## config.mk

```make
export PLATFORM = sky130hd
export DESIGN_NAME = alu_step_ctrl
export DESIGN_NICKNAME = d
export VERILOG_FILES = /design/src/rtl/alu_step_pkg.sv /design/src/rtl/alu_step_ctrl_debounce.sv /design/src/rtl/alu_step_ctrl.sv
export SDC_FILE = /design/constraint.sdc
export NUM_CORES = 1
export LEC_CHECK = 0
export CAP_MARGIN = 5
export CORE_ASPECT_RATIO = 0.6
export CORE_UTILIZATION = 40
export CTS_BUF_LIST = sky130_fd_sc_hd__clkbuf_4
export CTS_CLUSTER_SIZE = 30
export DETAILED_ROUTE_END_ITERATION = 7
export PLACE_DENSITY = 0.71
export SLEW_MARGIN = 20
export SYNTH_ARGS = -nofsm -noshare
export SYNTH_HDL_FRONTEND = slang
export SYNTH_SLANG_ARGS = --single-unit
```

## constraint.sdc

```tcl
create_clock -name clk -period 2.2 [get_ports clk]
set_input_delay 0.44 -clock clk [delete_from_list [all_inputs] [get_ports clk]]
set_output_delay 0.44 -clock clk [all_outputs]
set_load 0.01 [all_outputs]
```

## src/rtl/alu_step_pkg.sv

```systemverilog
// Shared definitions for the single-button ALU step sequencer.
// Holds the FSM state codes, the flag bit positions and the default widths.
package alu_step_pkg;

   localparam int DW_DEF  = 32;
   localparam int OPW_DEF = 4;

   // Flag bit positions inside the 4-bit {ZF,SF,OF,CF} vector
   localparam int ZF = 3;
   localparam int SF = 2;
   localparam int OF = 1;
   localparam int CF = 0;

   typedef enum logic [2:0] {
      S_A    = 3'd0,
      S_B    = 3'd1,
      S_OP   = 3'd2,
      S_EXEC = 3'd3,
      S_DONE = 3'd4
   } state_e;

endpackage

```

## src/rtl/alu_step_ctrl_debounce.sv

```systemverilog
// Button conditioner: 2-FF synchroniser, stability counter and a one-cycle
// pulse on each rising edge of the debounced level.
module btn_debounce #(
   parameter int DEB_CYCLES = 20000
) (
   input  logic clk,
   input  logic rst_n,
   input  logic btn_i,
   output logic pulse_o
);

   localparam int CW = (DEB_CYCLES > 2) ? $clog2(DEB_CYCLES) : 1;

   logic          sync1_q, sync2_q;
   logic          level_q, levelPrev_q;
   logic [CW-1:0] cnt_q;

   // The level flips only after DEB_CYCLES consecutive samples disagree with it
   always_ff @(posedge clk or negedge rst_n) begin
      if (!rst_n) begin
         sync1_q     <= 1'b0;
         sync2_q     <= 1'b0;
         level_q     <= 1'b0;
         levelPrev_q <= 1'b0;
         cnt_q       <= '0;
      end else begin
         sync1_q     <= btn_i;
         sync2_q     <= sync1_q;
         levelPrev_q <= level_q;
         if (sync2_q != level_q) begin
            if (cnt_q == CW'(DEB_CYCLES - 1)) begin
               level_q <= sync2_q;
               cnt_q   <= '0;
            end else begin
               cnt_q <= cnt_q + 1'b1;
            end
         end else begin
            cnt_q <= '0;
         end
      end
   end

   assign pulse_o = level_q & ~levelPrev_q;

endmodule

```

## src/rtl/alu_step_ctrl.sv

```systemverilog
// Single STEP-button sequencer feeding the board ALU: capture A, B, opcode,
// execute, show. Define ALU_STEP_CHAIN_EN to chain the result back into A.
module alu_step_ctrl
   import alu_step_pkg::*;
#(
   parameter int DW         = DW_DEF,
   parameter int OPW        = OPW_DEF,
   parameter int DEB_CYCLES = 20000,
   parameter int SETTLE     = 1
) (
   input  logic           clk,
   input  logic           rst_n,
   input  logic           btn_step,
   input  logic           btn_clr,
   input  logic [DW-1:0]  sw,
   input  logic [DW-1:0]  alu_f_in,
   input  logic [3:0]     alu_flags_in,
   output logic [DW-1:0]  alu_a,
   output logic [DW-1:0]  alu_b,
   output logic [OPW-1:0] alu_op,
   output logic [DW-1:0]  result,
   output logic [3:0]     flags,
   output logic [2:0]     state,
   output logic [DW-1:0]  disp_data,
   output logic           done
);

   localparam int SCW = $clog2(SETTLE + 1);

   logic           step_p, clr_p;
   state_e         state_q, state_d;
   logic [DW-1:0]  a_q, a_d, b_q, b_d, res_q, res_d, disp_q, disp_d;
   logic [OPW-1:0] op_q, op_d;
   logic [3:0]     flags_q, flags_d;
   logic [SCW-1:0] settle_q, settle_d;

   btn_debounce #(.DEB_CYCLES(DEB_CYCLES)) u_step (
      .clk     (clk),
      .rst_n   (rst_n),
      .btn_i   (btn_step),
      .pulse_o (step_p)
   );

   btn_debounce #(.DEB_CYCLES(DEB_CYCLES)) u_clr (
      .clk     (clk),
      .rst_n   (rst_n),
      .btn_i   (btn_clr),
      .pulse_o (clr_p)
   );

   always_ff @(posedge clk or negedge rst_n) begin
      if (!rst_n) begin
         state_q  <= S_A;
         a_q      <= '0;
         b_q      <= '0;
         op_q     <= '0;
         res_q    <= '0;
         flags_q  <= '0;
         settle_q <= '0;
         disp_q   <= '0;
      end else begin
         state_q  <= state_d;
         a_q      <= a_d;
         b_q      <= b_d;
         op_q     <= op_d;
         res_q    <= res_d;
         flags_q  <= flags_d;
         settle_q <= settle_d;
         disp_q   <= disp_d;
      end
   end

   // CLEAR wins over STEP; EXEC ignores STEP until the ALU has settled
   always_comb begin
      state_d  = state_q;
      a_d      = a_q;
      b_d      = b_q;
      op_d     = op_q;
      res_d    = res_q;
      flags_d  = flags_q;
      settle_d = settle_q;
      if (clr_p) begin
         state_d  = S_A;
         a_d      = '0;
         b_d      = '0;
         op_d     = '0;
         res_d    = '0;
         flags_d  = '0;
         settle_d = '0;
      end else begin
         case (state_q)
            S_A: if (step_p) begin
               a_d     = sw;
               state_d = S_B;
            end
            S_B: if (step_p) begin
               b_d     = sw;
               state_d = S_OP;
            end
            S_OP: if (step_p) begin
               op_d     = sw[OPW-1:0];
               settle_d = SCW'(SETTLE);
               state_d  = S_EXEC;
            end
            S_EXEC: begin
               if (settle_q == '0) begin
                  res_d   = alu_f_in;
                  flags_d = alu_flags_in;
                  state_d = S_DONE;
               end else begin
                  settle_d = settle_q - 1'b1;
               end
            end
            S_DONE: if (step_p) begin
`ifdef ALU_STEP_CHAIN_EN
               a_d     = res_q;
               state_d = S_B;
`else
               state_d = S_A;
`endif
            end
            default: state_d = S_A;
         endcase
      end
   end

   always_comb begin
      disp_d = sw;
      case (state_q)
         S_EXEC:  disp_d = a_q;
         S_DONE:  disp_d = res_q;
         default: disp_d = sw;
      endcase
   end

   assign alu_a     = a_q;
   assign alu_b     = b_q;
   assign alu_op    = op_q;
   assign result    = res_q;
   assign flags     = flags_q;
   assign state     = state_q;
   assign disp_data = disp_q;
   assign done      = (state_q == S_DONE);

endmodule

```

==> results.sh <==
export IMPL_synth_simple_gate_area_share_pct=17.5
export IMPL_hp_class="input pin to register"
export IMPL_outcome="completed"
export IMPL_path_clk_slew_ns=0.18
export IMPL_hold_viol_final=0
export IMPL_die_w_um=175
export IMPL_syn_inst=697
export IMPL_nNetsFinal=978
export IMPL_cp_required_ns=1.76
export IMPL_clock_latency_ns=0.56
export IMPL_overflow=0
export IMPL_grt_max_degree=72
export IMPL_finClkSkew_ns=0.0364
export IMPL_synth_nets=771
export IMPL_fp_dieArea_sq_mm=0.0186
export IMPL_drt_pass1_iterations=5
export IMPL_drtAntennaViolNets=0
export IMPL_wl_per_cell_um=18.3
export IMPL_worstRegToRegCells=4
export IMPL_ys_seq_area_share_pct=61.9
export IMPL_finalSetupViolations=0
export IMPL_worstPathArrival_ns=1.65
export IMPL_clock_path_buffers=2
export IMPL_n_fill_cell=1536
export IMPL_layout_drive_gt1_share_pct=7.63
export IMPL_worst_pin_slew_ns=0.960
export IMPL_pin_count=212
export IMPL_min_period_over_period_pct=94.9
export IMPL_max_freq_ghz=0.479
export IMPL_rsz0062_at_grt="no"
export IMPL_min_delay_path_depth=1
export IMPL_drv_cap=0
export IMPL_report_final_slew_viol_count=0
export IMPL_syn_area_sq_mm=0.00720
export IMPL_grt_antenna_before_repair=0
export IMPL_synth_xor_area_share_pct=3.41
export IMPL_total_power_mw=5.69
export IMPL_initial_utilization_pct=41.5
export IMPL_yosysWarningCount=0
export IMPL_routed_wl_um=21000
export IMPL_synth_area_leaders="dfrtp_1 (62%), nand2_1 (10%), a21oi_1 (4.5%)"
export IMPL_std_cell_rows=37
export IMPL_endpoint_kind="output pin"
export IMPL_cts_tree="done"
export IMPL_drc=0
export IMPL_clock_sinks=178
export IMPL_cts_buffers=17
export IMPL_diodes=0
export IMPL_crit_type="register to output pin"
export IMPL_synth_top_family_by_area="simple AND/OR/NAND/NOR gates"
export IMPL_grt_pass1_wl_um=33400
export IMPL_path_depth=1
export IMPL_synth_compound_area_share_pct=12.7
export IMPL_core_sq_mm=0.0174
export IMPL_cts_setup_buffers=0
export IMPL_ys_types=38
export IMPL_htreeDepth=4
export IMPL_crit_buf_inv=1
export IMPL_synth_fa_ha_area_share_pct=0.348
export IMPL_final_cell_mix="clkdlybuf4s50_1 (207), nand2_1 (201), dfrtp_1 (175)"
export IMPL_cp_max_fo=6
export IMPL_leakagePower_nw=4.46
export IMPL_viasPerCell=5.21
export IMPL_root_buffer="clkbuf_4"
export IMPL_synthToLayoutAreaGrowth_pct=38.3
export IMPL_regToRegSetupSlack_ns=0.21
export IMPL_synth_mux_area_share_pct=1.13
export IMPL_synth_top_area_share_pct=61.9
export IMPL_gp_congestion=0.848
export IMPL_fin_crit_ns=2.09
export IMPL_start_kind="register"
export IMPL_synth_avg_cell_area_sq_um=10.3
export IMPL_chipHeight_um=106
export IMPL_grt_pass1_vias=5852
export IMPL_crit_path_max_incr_delay_ns=0.66
export IMPL_port_buffers=211
export IMPL_ys_ff_latch=178
export IMPL_worst_path_max_delay_cell="clkdlybuf4s50_1"
export IMPL_synth_top_cell_by_area="dfrtp_1"
export IMPL_power_density_mw_per_mm2=571
export IMPL_final_common_cell="clkdlybuf4s50_1"
export IMPL_drtIter0Drc=302
export IMPL_via_count=5995
export IMPL_path_cells="clkdlybuf4s50_1"
export IMPL_ir_worst_vdd_v=0.000349
export IMPL_critPathTopFamily="buffers and inverters"
export IMPL_grt_util_all_layers_pct=23.4
export IMPL_hpwl_um=14500
export IMPL_relSlewSlack_pct=35.9
export IMPL_tns_ns=0
Yosys cell counts, drive strengths merged:
library cell,n
a211oi,1
a21oi,66
a22o,36
a22oi,32
a31o,1
a31oi,1
and2,1
and3,2
and3b,2
and4,2
buf,16
clkbuf,27
dfrtp,178
ha,2
inv,8
mux2,3
mux2i,4
nand2,201
nand2b,4
nand3,8
nand3b,2
nand4,8
nor2,39
nor2b,1
nor3,9
nor3b,2
nor4,7
or3,2
or4,2
or4b,2
xnor2,20
xor2,8
layer usage:
metal | GRT usage [%] | up-vias | wire [um]
met5 | 0 | - | 0
met2 | 34.1 | 228 | 9020
met3 | 7.76 | 15 | 2080
met4 | 5.59 | 0 | 195
li1 | - | 2776 | -
met1 | 33.5 | 2976 | 9720
worst paths after layout:
path,startpoint,end
setup / recovery,state[2],state[2]
hold / removal,btn_clr,u_clr.sync1_q
setup reg to reg,u_step.cnt_q[12],u_step.cnt_q[8]
hold reg to reg,u_step.sync1_q,u_step.sync2_q
max in group asynchronous,rst_n,alu_b[4]
min in group asynchronous,rst_n,result[30]
kinds of logic (layout without fill, tap and decap cells):
kind of cell / after synthesis / count (layout)
buffers and inverters: 51 / 271
AO/OA/AOI/OAI: 137 / 137
adder cells (fa/ha/maj): 2 / 2
XOR/XNOR: 28 / 28
flip-flops: 178 / 178
multiplexers: 7 / 7
AND/OR/NAND/NOR: 294 / 294
power breakdown:
group	internal, mW	switching (mW)
clock network	0.645	1.32
logic	0.202	0.174
registers	3.32	0.0227
flip-flops by register name (all words and copies together) (netlist names):
signal              flops
alu_a                  32
alu_b                  32
disp_data              32
result                 32
u_clr.cnt_q            15
u_step.cnt_q           15
alu_op                  4
flags                   4
state                   3
settle_q                1
u_clr.levelPrev_q       1
u_clr.level_q           1
u_clr.sync1_q           1
u_clr.sync2_q           1
u_step.levelPrev_q      1
u_step.level_q          1
u_step.sync1_q          1
u_step.sync2_q          1
per-stage QoR:
stage | cells | hold WS (ns) | worst slack, ns | cell area, sq um | util (%)
global route | 1151 | 0.255 | 0.0323 | 9950 | 57.3
finish | 1151 | 0.301 | 0.113 | 9950 | 57.3
detailed placement | 1118 | 0.336 | 0.226 | 9630 | 55.4
global placement | 1118 | 0.339 | 0.280 | 9630 | 55.4
floorplan | 697 | 0.144 | 0.343 | 7200 | -
CTS | 1151 | 0.262 | 0.00114 | 9950 | 57.3
layout make-up:
type	count	area [sq um]	area share [%]
clock inverters	15	188	1.89
multi-input cells	468	2550	25.7
clock buffers	17	128	1.28
inverters	8	30.0	0.302
flip-flops and latches	178	4460	44.8
well taps	234	293	2.94
repair buffers	231	2300	23.1
repair_timing:
action	4_1_cts	5_1_grt
resized for setup	4	4
hold endpoints to repair	30	0
endpoints found under the setup margin	3	4
hold buffers	1	0
Note: power is estimated with default switching activity, not from simulation.
